===== config.mk =====
export PLATFORM = sky130hd
export DESIGN_NAME = icache_line_fill
export DESIGN_NICKNAME = d
export VERILOG_FILES = /design/src/rtl/icache_line_fill.sv
export SDC_FILE = /design/constraint.sdc
export NUM_CORES = 2
export LEC_CHECK = 0
export BUFFER_PORTS_ARGS = -buffer_cell sky130_fd_sc_hd__buf_2
export CAP_MARGIN = 20
export CORE_MARGIN = 2
export CORE_UTILIZATION = 35
export CTS_CLUSTER_SIZE = 8
export DETAILED_ROUTE_END_ITERATION = 7
export PLACE_DENSITY = 0.57
export SETUP_SLACK_MARGIN = 0.02
export SYNTH_ARGS = -nofsm -noshare
export SYNTH_HDL_FRONTEND = slang
export SYNTH_MEMORY_MAX_BITS = 65536
export SYNTH_SLANG_ARGS = --single-unit

===== constraint.sdc =====
create_clock -name clk -period 5.2 [get_ports clk]
set_input_delay 1.3 -clock clk [delete_from_list [all_inputs] [get_ports clk]]
set_output_delay 1.3 -clock clk [all_outputs]
set_load 0.01 [all_outputs]

===== src/rtl/icache_line_fill.sv =====
// Direct-mapped instruction cache with a single-line refill engine.
// A fetch is registered into a lookup stage and answered one cycle later on a hit.
// On a miss the whole line is requested from memory and refilled from word 0.
// Ports:
//   clk, rst_n              clock, asynchronous active-low reset
//   fetch_req/fetch_addr    fetch request strobe and word-aligned byte address
//   fetch_ready             request can be accepted this cycle
//   fetch_valid/fetch_instr returned instruction word (one-cycle pulse)
//   fetch_err               one-cycle pulse when a refill was aborted
//   flush                   invalidate all lines
//   mem_cmd_*               line read command towards memory
//   mem_rd_*                read data FIFO from memory
module icache_line_fill #(
  parameter int unsigned ADDR_WIDTH = 30,
  parameter int unsigned LINE_WORDS = 8,
  parameter int unsigned NUM_LINES  = 16
) (
  input  logic                  clk,
  input  logic                  rst_n,
  input  logic                  fetch_req,
  input  logic [ADDR_WIDTH-1:0] fetch_addr,
  output logic                  fetch_ready,
  output logic                  fetch_valid,
  output logic [31:0]           fetch_instr,
  output logic                  fetch_err,
  input  logic                  flush,
  output logic                  mem_cmd_en,
  output logic [2:0]            mem_cmd_instr,
  output logic [5:0]            mem_cmd_bl,
  output logic [ADDR_WIDTH-1:0] mem_cmd_byte_addr,
  input  logic                  mem_cmd_empty,
  input  logic                  mem_cmd_full,
  output logic                  mem_rd_en,
  input  logic [31:0]           mem_rd_data,
  input  logic                  mem_rd_full,
  input  logic                  mem_rd_empty,
  input  logic [6:0]            mem_rd_count,
  input  logic                  mem_rd_overflow,
  input  logic                  mem_rd_error
);

  localparam int unsigned OFF_W = $clog2(LINE_WORDS);
  localparam int unsigned IDX_W = $clog2(NUM_LINES);
  localparam int unsigned WA_W  = ADDR_WIDTH - 2;
  localparam int unsigned TAG_W = WA_W - OFF_W - IDX_W;

  typedef enum logic [1:0] {IDLE, ISSUE, FILL} state_t;

  state_t                 state_q, state_d;
  logic [WA_W-1:0]        lk_addr_q;
  logic                   lk_valid_q;
  logic [OFF_W-1:0]       fill_cnt_q;
  logic                   flush_pend_q;
  logic                   deliver_q;
  logic                   err_q;
  logic [NUM_LINES-1:0]   valid_q;
  logic [TAG_W-1:0]       tag_mem  [NUM_LINES];
  logic [31:0]            data_mem [NUM_LINES][LINE_WORDS];

  logic [OFF_W-1:0]       lk_off;
  logic [IDX_W-1:0]       lk_idx;
  logic [TAG_W-1:0]       lk_tag;
  logic                   hit_c, miss_c, ready_c, cmd_en_c, rd_en_c;
  logic                   abort_c, pop_c, fill_done_c, flush_all_c;
  logic                   unused_c;

  // Lookup-stage address fields (word address, byte bits dropped)
  assign lk_off = lk_addr_q[OFF_W-1:0];
  assign lk_idx = lk_addr_q[OFF_W +: IDX_W];
  assign lk_tag = lk_addr_q[WA_W-1 -: TAG_W];

  // lk_valid_q can only be set while IDLE, so the hit needs no state qualifier
  assign hit_c = lk_valid_q && valid_q[lk_idx] && (tag_mem[lk_idx] == lk_tag);

  // Next-state and control strobes
  always_comb begin
    state_d     = state_q;
    miss_c      = 1'b0;
    ready_c     = 1'b0;
    cmd_en_c    = 1'b0;
    rd_en_c     = 1'b0;
    abort_c     = 1'b0;
    pop_c       = 1'b0;
    fill_done_c = 1'b0;
    flush_all_c = 1'b0;
    case (state_q)
      IDLE: begin
        miss_c      = lk_valid_q && !hit_c;
        ready_c     = !miss_c;
        flush_all_c = flush;
        if (miss_c) state_d = ISSUE;
      end
      ISSUE: begin
        cmd_en_c = !mem_cmd_full;
        if (!mem_cmd_full) state_d = FILL;
      end
      FILL: begin
        rd_en_c     = !mem_rd_empty;
        abort_c     = mem_rd_error || mem_rd_overflow;
        pop_c       = rd_en_c && !abort_c;
        fill_done_c = pop_c && (fill_cnt_q == OFF_W'(LINE_WORDS - 1));
        // A flush seen during the refill is applied once the refill ends
        flush_all_c = (fill_done_c || abort_c) && (flush_pend_q || flush);
        if (fill_done_c || abort_c) state_d = IDLE;
      end
      default: state_d = IDLE;
    endcase
  end

  // State, lookup stage and refill bookkeeping
  always_ff @(posedge clk or negedge rst_n) begin
    if (!rst_n) begin
      state_q      <= IDLE;
      lk_addr_q    <= '0;
      lk_valid_q   <= 1'b0;
      fill_cnt_q   <= '0;
      flush_pend_q <= 1'b0;
      deliver_q    <= 1'b0;
      err_q        <= 1'b0;
    end else begin
      state_q    <= state_d;
      lk_valid_q <= fetch_req && ready_c;
      if (fetch_req && ready_c) lk_addr_q <= fetch_addr[ADDR_WIDTH-1:2];
      deliver_q  <= fill_done_c;
      err_q      <= abort_c;
      if (miss_c)     fill_cnt_q <= '0;
      else if (pop_c) fill_cnt_q <= fill_cnt_q + OFF_W'(1);
      if (fill_done_c || abort_c)         flush_pend_q <= 1'b0;
      else if (flush && state_q != IDLE)  flush_pend_q <= 1'b1;
    end
  end

  // Valid bits: line invalid from fill start until the last word lands
  always_ff @(posedge clk or negedge rst_n) begin
    if (!rst_n)           valid_q <= '0;
    else if (flush_all_c) valid_q <= '0;
    else if (miss_c)      valid_q[lk_idx] <= 1'b0;
    else if (fill_done_c) valid_q[lk_idx] <= 1'b1;
  end

  // Tag and data arrays carry no reset
  always_ff @(posedge clk) begin
    if (pop_c)       data_mem[lk_idx][fill_cnt_q] <= mem_rd_data;
    if (fill_done_c) tag_mem[lk_idx] <= lk_tag;
  end

  // The lookup address is held through the refill, so one read port serves both
  assign fetch_instr       = data_mem[lk_idx][lk_off];
  assign fetch_ready       = ready_c;
  assign fetch_valid       = hit_c || deliver_q;
  assign fetch_err         = err_q;
  assign mem_cmd_en        = cmd_en_c;
  assign mem_rd_en         = rd_en_c;
  assign mem_cmd_instr     = 3'b001;
  assign mem_cmd_bl        = 6'(LINE_WORDS - 1);
  assign mem_cmd_byte_addr = {lk_addr_q[WA_W-1:OFF_W], {(OFF_W + 2){1'b0}}};

  assign unused_c = ^{mem_cmd_empty, mem_rd_full, mem_rd_count, fetch_addr[1:0]};

endmodule

==> flow_summary.json <==
{
  "cts.path.max_buffers": 4,
  "floorplan.initialDensity_pct": 35.1,
  "arrival_ps": 4570,
  "finalClockSkew_ps": 50.0,
  "floorplan.io_pins": 155,
  "postRouteAntennaNets": 0,
  "layout_min_cycle_time_ps": 5870,
  "switching_share_of_total_power_pct": 29.5,
  "dominantRegCellSynth": "sky130_fd_sc_hd__edfxtp_1",
  "first_iter_violations": 9447,
  "initial_antenna_violation_count": 38,
  "static-leakage-power_nw": 63.2,
  "violated_checks": "setup timing",
  "worstSetupStartpointType": "flop",
  "r2r-start": "lk_addr_q[3]$_DFFE_PN0P_",
  "setup.worst_path.class": "reg2out",
  "post_synth.cell_area_avg_um2": 24.9,
  "cts.clk_slew.worst_paths_ps": 50,
  "worst_setup_path_end_kind": "primary output",
  "cts_root_buffer": "sky130_fd_sc_hd__clkbuf_16",
  "final_hold_viol_count": 0,
  "place.port_buffers": 129,
  "routed_wirelength_mm": 452,
  "finalCoreUtilization_pct": 41.7,
  "fp.coreArea_um2": 490000,
  "ff2ff_setup_slack_ps": 830,
  "cts.sinks": 4485,
  "ys_seq_elements": 4485,
  "reg2reg_to": "lk_addr_q[26]$_DFFE_PN0P_",
  "routed-via-count": 79800,
  "power_frac_comb_pct": 29.9,
  "synth_sequential_area_ratio_pct": 78.1,
  "chipHeight_um": 705,
  "rows": 257,
  "mappedNetlistArea_um2": 172000,
  "ff2ff_path_depth": 14,
  "route.detailed.drc": 0,
  "cts_tree": "yes",
  "wire_length_of_the_first_global_routing_pass_mm": 631,
  "synth.area.top_cells": "sky130_fd_sc_hd__edfxtp_1 (77%), sky130_fd_sc_hd__mux4_2 (18%), sky130_fd_sc_hd__dfrtp_1 (0.77%)",
  "setup_viol": 34,
  "fmax_mhz": 170,
  "nets": 7919,
  "netlist.top_cell.by_area": "sky130_fd_sc_hd__edfxtp_1",
  "routed_wire_length_per_instance_um": 31.3,
  "relSlewSlack_pct": 17.9,
  "clock_tree.htree_level_count": 6,
  "grt_setup_unrepaired": "true",
  "clk-insertion-delay-late_ps": 1070,
  "tightest_slew_ps": 1230,
  "floorplan.die.width_um": 705,
  "globalplace.congestion": 0.814,
  "global_route.usage.total_pct": 17.7,
  "fp.dieArea_um2": 497000,
  "hold_slack_ps": 413,
  "final.period_utilization_pct": 113,
  "setup_tns_ps": -20570,
  "cp_data_required_time_ps": 3900,
  "netlist.area_leader.share_pct": 77.4,
  "post_synth_num_cell_types": 65,
  "totalPowerFinal_mw": 110,
  "cell_internal_power_dissipation_mw": 77.8,
  "grt_max_degree": 83,
  "power_frac_seq_pct": 37.1,
  "ir_drop_worst_case_vdd_mv": 0.666,
  "cts-buffers-inserted": 632,
  "synth-async-reset-ratio_pct": 1.18,
  "drt-vias-per-instance": 5.53,
  "power_switching_mw": 32.6,
  "first_global_vias": 82800,
  "yosysWarningCount": 0,
  "layout.filler_cells": 41300,
  "first_pass_iters": 5,
  "post_route_cells_drive_above_1_share_pct": 37.9,
  "synth_enable_flop_cells": 4432,
  "finalMaxSlewViolations": 0,
  "power-per-cell-area_nw_per_um2": 540,
  "outcome": "complete, but fails checks",
  "overflow": 0,
  "path_max_fanout": 8,
  "post-dp-hpwl_mm": 258,
  "hold_class": "in2async",
  "power.share.clock_pct": 33.1,
  "max-cap-violations": 0,
  "flow.area_growth_from_synthesis_pct": 18.8,
  "synthesis.instances": 6916,
  "finalWorstSetupSlack_ps": -673
}
-- Yosys cell counts, types with 3 or more instances --
master / n
sky130_fd_sc_hd__nor2_1: 183
sky130_fd_sc_hd__o32ai_2: 8
sky130_fd_sc_hd__dfrtp_1: 53
sky130_fd_sc_hd__nor2b_1: 13
sky130_fd_sc_hd__nand2b_1: 4
sky130_fd_sc_hd__o221ai_1: 3
sky130_fd_sc_hd__nor3_1: 7
sky130_fd_sc_hd__clkbuf_1: 182
sky130_fd_sc_hd__a31oi_1: 3
sky130_fd_sc_hd__mux4_1: 4
sky130_fd_sc_hd__buf_2: 103
sky130_fd_sc_hd__inv_1: 37
sky130_fd_sc_hd__xnor2_1: 20
sky130_fd_sc_hd__o32ai_1: 20
sky130_fd_sc_hd__nand4_1: 3
sky130_fd_sc_hd__xor2_1: 8
sky130_fd_sc_hd__nand3b_1: 3
sky130_fd_sc_hd__nand2_1: 63
sky130_fd_sc_hd__a21oi_1: 29
sky130_fd_sc_hd__buf_1: 62
sky130_fd_sc_hd__and2_1: 3
sky130_fd_sc_hd__edfxtp_1: 4432
sky130_fd_sc_hd__mux4_2: 1411
sky130_fd_sc_hd__nand3_1: 17
sky130_fd_sc_hd__buf_6: 9
sky130_fd_sc_hd__a22oi_1: 9
sky130_fd_sc_hd__mux2_2: 41
sky130_fd_sc_hd__buf_4: 45
sky130_fd_sc_hd__o2111ai_1: 3
sky130_fd_sc_hd__a22o_1: 3
sky130_fd_sc_hd__mux2i_1: 65
sky130_fd_sc_hd__o21ai_0: 26
-- stage by stage --
stage / worst slack (ps) / cells / area, um2
after CTS: -781 / 14400 / 204000
after global placement: 83.6 / 13600 / 185000
final: -673 / 14400 / 204000
after floorplan: 324 / 6928 / 172000
after global routing: -761 / 14400 / 204000
after detailed placement: 189 / 13600 / 185000
-- how the worst max path moves through the flow --
stage / start / end / slack, ps / cells after the start
floorplan: lk_addr_q[3]$_DFFE_PN0P_ / fetch_instr[0] / 320 / 9
global placement: lk_addr_q[3]$_DFFE_PN0P_ / fetch_ready / 80 / 11
detailed placement: lk_addr_q[3]$_DFFE_PN0P_ / fetch_instr[31] / 190 / 9
CTS: lk_addr_q[3]$_DFFE_PN0P_ / fetch_instr[11] / -780 / 10
global route: lk_addr_q[3]$_DFFE_PN0P_ / fetch_instr[11] / -760 / 10
finish: lk_addr_q[3]$_DFFE_PN0P_ / fetch_instr[9] / -670 / 9
-- cell type report --
type                    instances  area, um2  area share (%)
inverters                      38        143          0.0698
clock buffers                 682      16200            7.92
flip-flops and latches       4485     134000            65.8
diodes                         22       55.1          0.0269
clock inverters                58       1020           0.499
multi-input cells            2002      36800            18.0
well taps                    6475       8100            3.96
repair buffers                679       7630            3.73
-- cell families after synthesis --
kind of cell,after synthesis,synth area share (%)
DFF,4485,78.1
muxes,1521,19.2
buffers and inverters,441,1.19
and+or+nand+nor,313,0.790
AOI/OAI and AO/OA,124,0.538
xor gates and xnor gates,28,0.143
adders and majority gates,2,0.0145
other,2,0.00437
-- state kept, by name, summed over array words and instances, names as in the netlist --
name,cells
fetch_err,1
tag_mem,336
data_mem,4096
fill_cnt_q,3
valid_q,16
deliver_q,1
flush_pend_q,1
lk_addr_q,28
lk_valid_q,1
state_q,2
-- power groups by stage --
| stage | registers (mW) | logic, mW | clock network [mW] |
|---|---|---|---|
| 2_1_floorplan | 41.3 | 18.0 | 0 |
| 3_3_place_gp | 41.6 | 30.5 | 0 |
| 5_1_grt | 40.9 | 34.4 | 38.6 |
| 4_1_cts | 40.9 | 32.5 | 37.2 |
| 3_5_place_dp | 41.6 | 30.8 | 0 |
| 6_report | 40.9 | 33.0 | 36.5 |
-- routing by layer --
metal  vias to the layer above  routed length, um  global-route usage [%]
li1                      31700                  -                       -
met1                     44400             186000                    24.4
met2                      3169             219000                    29.1
met3                       604              33800                    3.34
met4                         4              12000                    4.74
met5                         -                 26                       0
-- timing repair --
action | in CTS | in global routing
cloned | 18 | 11
buffers inserted | 31 | 35
hold buffers | 0 | 0
gates resized for setup | 105 | 43
setup endpoints to repair | 34 | 34
-- worst max-delay path, stage by stage, from the launching register on --
cell and delay [ps]:
sky130_fd_sc_hd__dfrtp_4 410, sky130_fd_sc_hd__buf_12 160, sky130_fd_sc_hd__buf_12 200, sky130_fd_sc_hd__buf_16 180, sky130_fd_sc_hd__buf_4 160, sky130_fd_sc_hd__mux4_2 490
sky130_fd_sc_hd__mux4_2 610, sky130_fd_sc_hd__mux4_2 690, sky130_fd_sc_hd__mux2_4 370, sky130_fd_sc_hd__buf_2 160
-- cells in the final DEF, fill, tap and decap left out, types with 12 or more instances in the layout --
cell and n:
sky130_fd_sc_hd__inv_6 13, sky130_fd_sc_hd__mux2_2 12, sky130_fd_sc_hd__nor2_2 19, sky130_fd_sc_hd__conb_1 14
sky130_fd_sc_hd__nand3_1 13, sky130_fd_sc_hd__a21oi_1 29, sky130_fd_sc_hd__edfxtp_1 4432, sky130_fd_sc_hd__buf_16 51
sky130_fd_sc_hd__o32ai_1 20, sky130_fd_sc_hd__clkbuf_1 41, sky130_fd_sc_hd__clkbuf_16 651, sky130_fd_sc_hd__buf_12 103
sky130_fd_sc_hd__buf_6 35, sky130_fd_sc_hd__mux2_4 29, sky130_fd_sc_hd__nor2_4 128, sky130_fd_sc_hd__inv_1 37
sky130_fd_sc_hd__diode_2 22, sky130_fd_sc_hd__buf_2 81, sky130_fd_sc_hd__buf_4 391, sky130_fd_sc_hd__nor2_1 36
sky130_fd_sc_hd__dfrtp_1 46, sky130_fd_sc_hd__xnor2_1 19, sky130_fd_sc_hd__clkinv_16 12, sky130_fd_sc_hd__mux4_2 1411
sky130_fd_sc_hd__clkinv_8 19, sky130_fd_sc_hd__o21ai_0 26, sky130_fd_sc_hd__nand2_1 62, sky130_fd_sc_hd__mux2i_1 65
No activity file was read; power rests on OpenSTA's default activity.
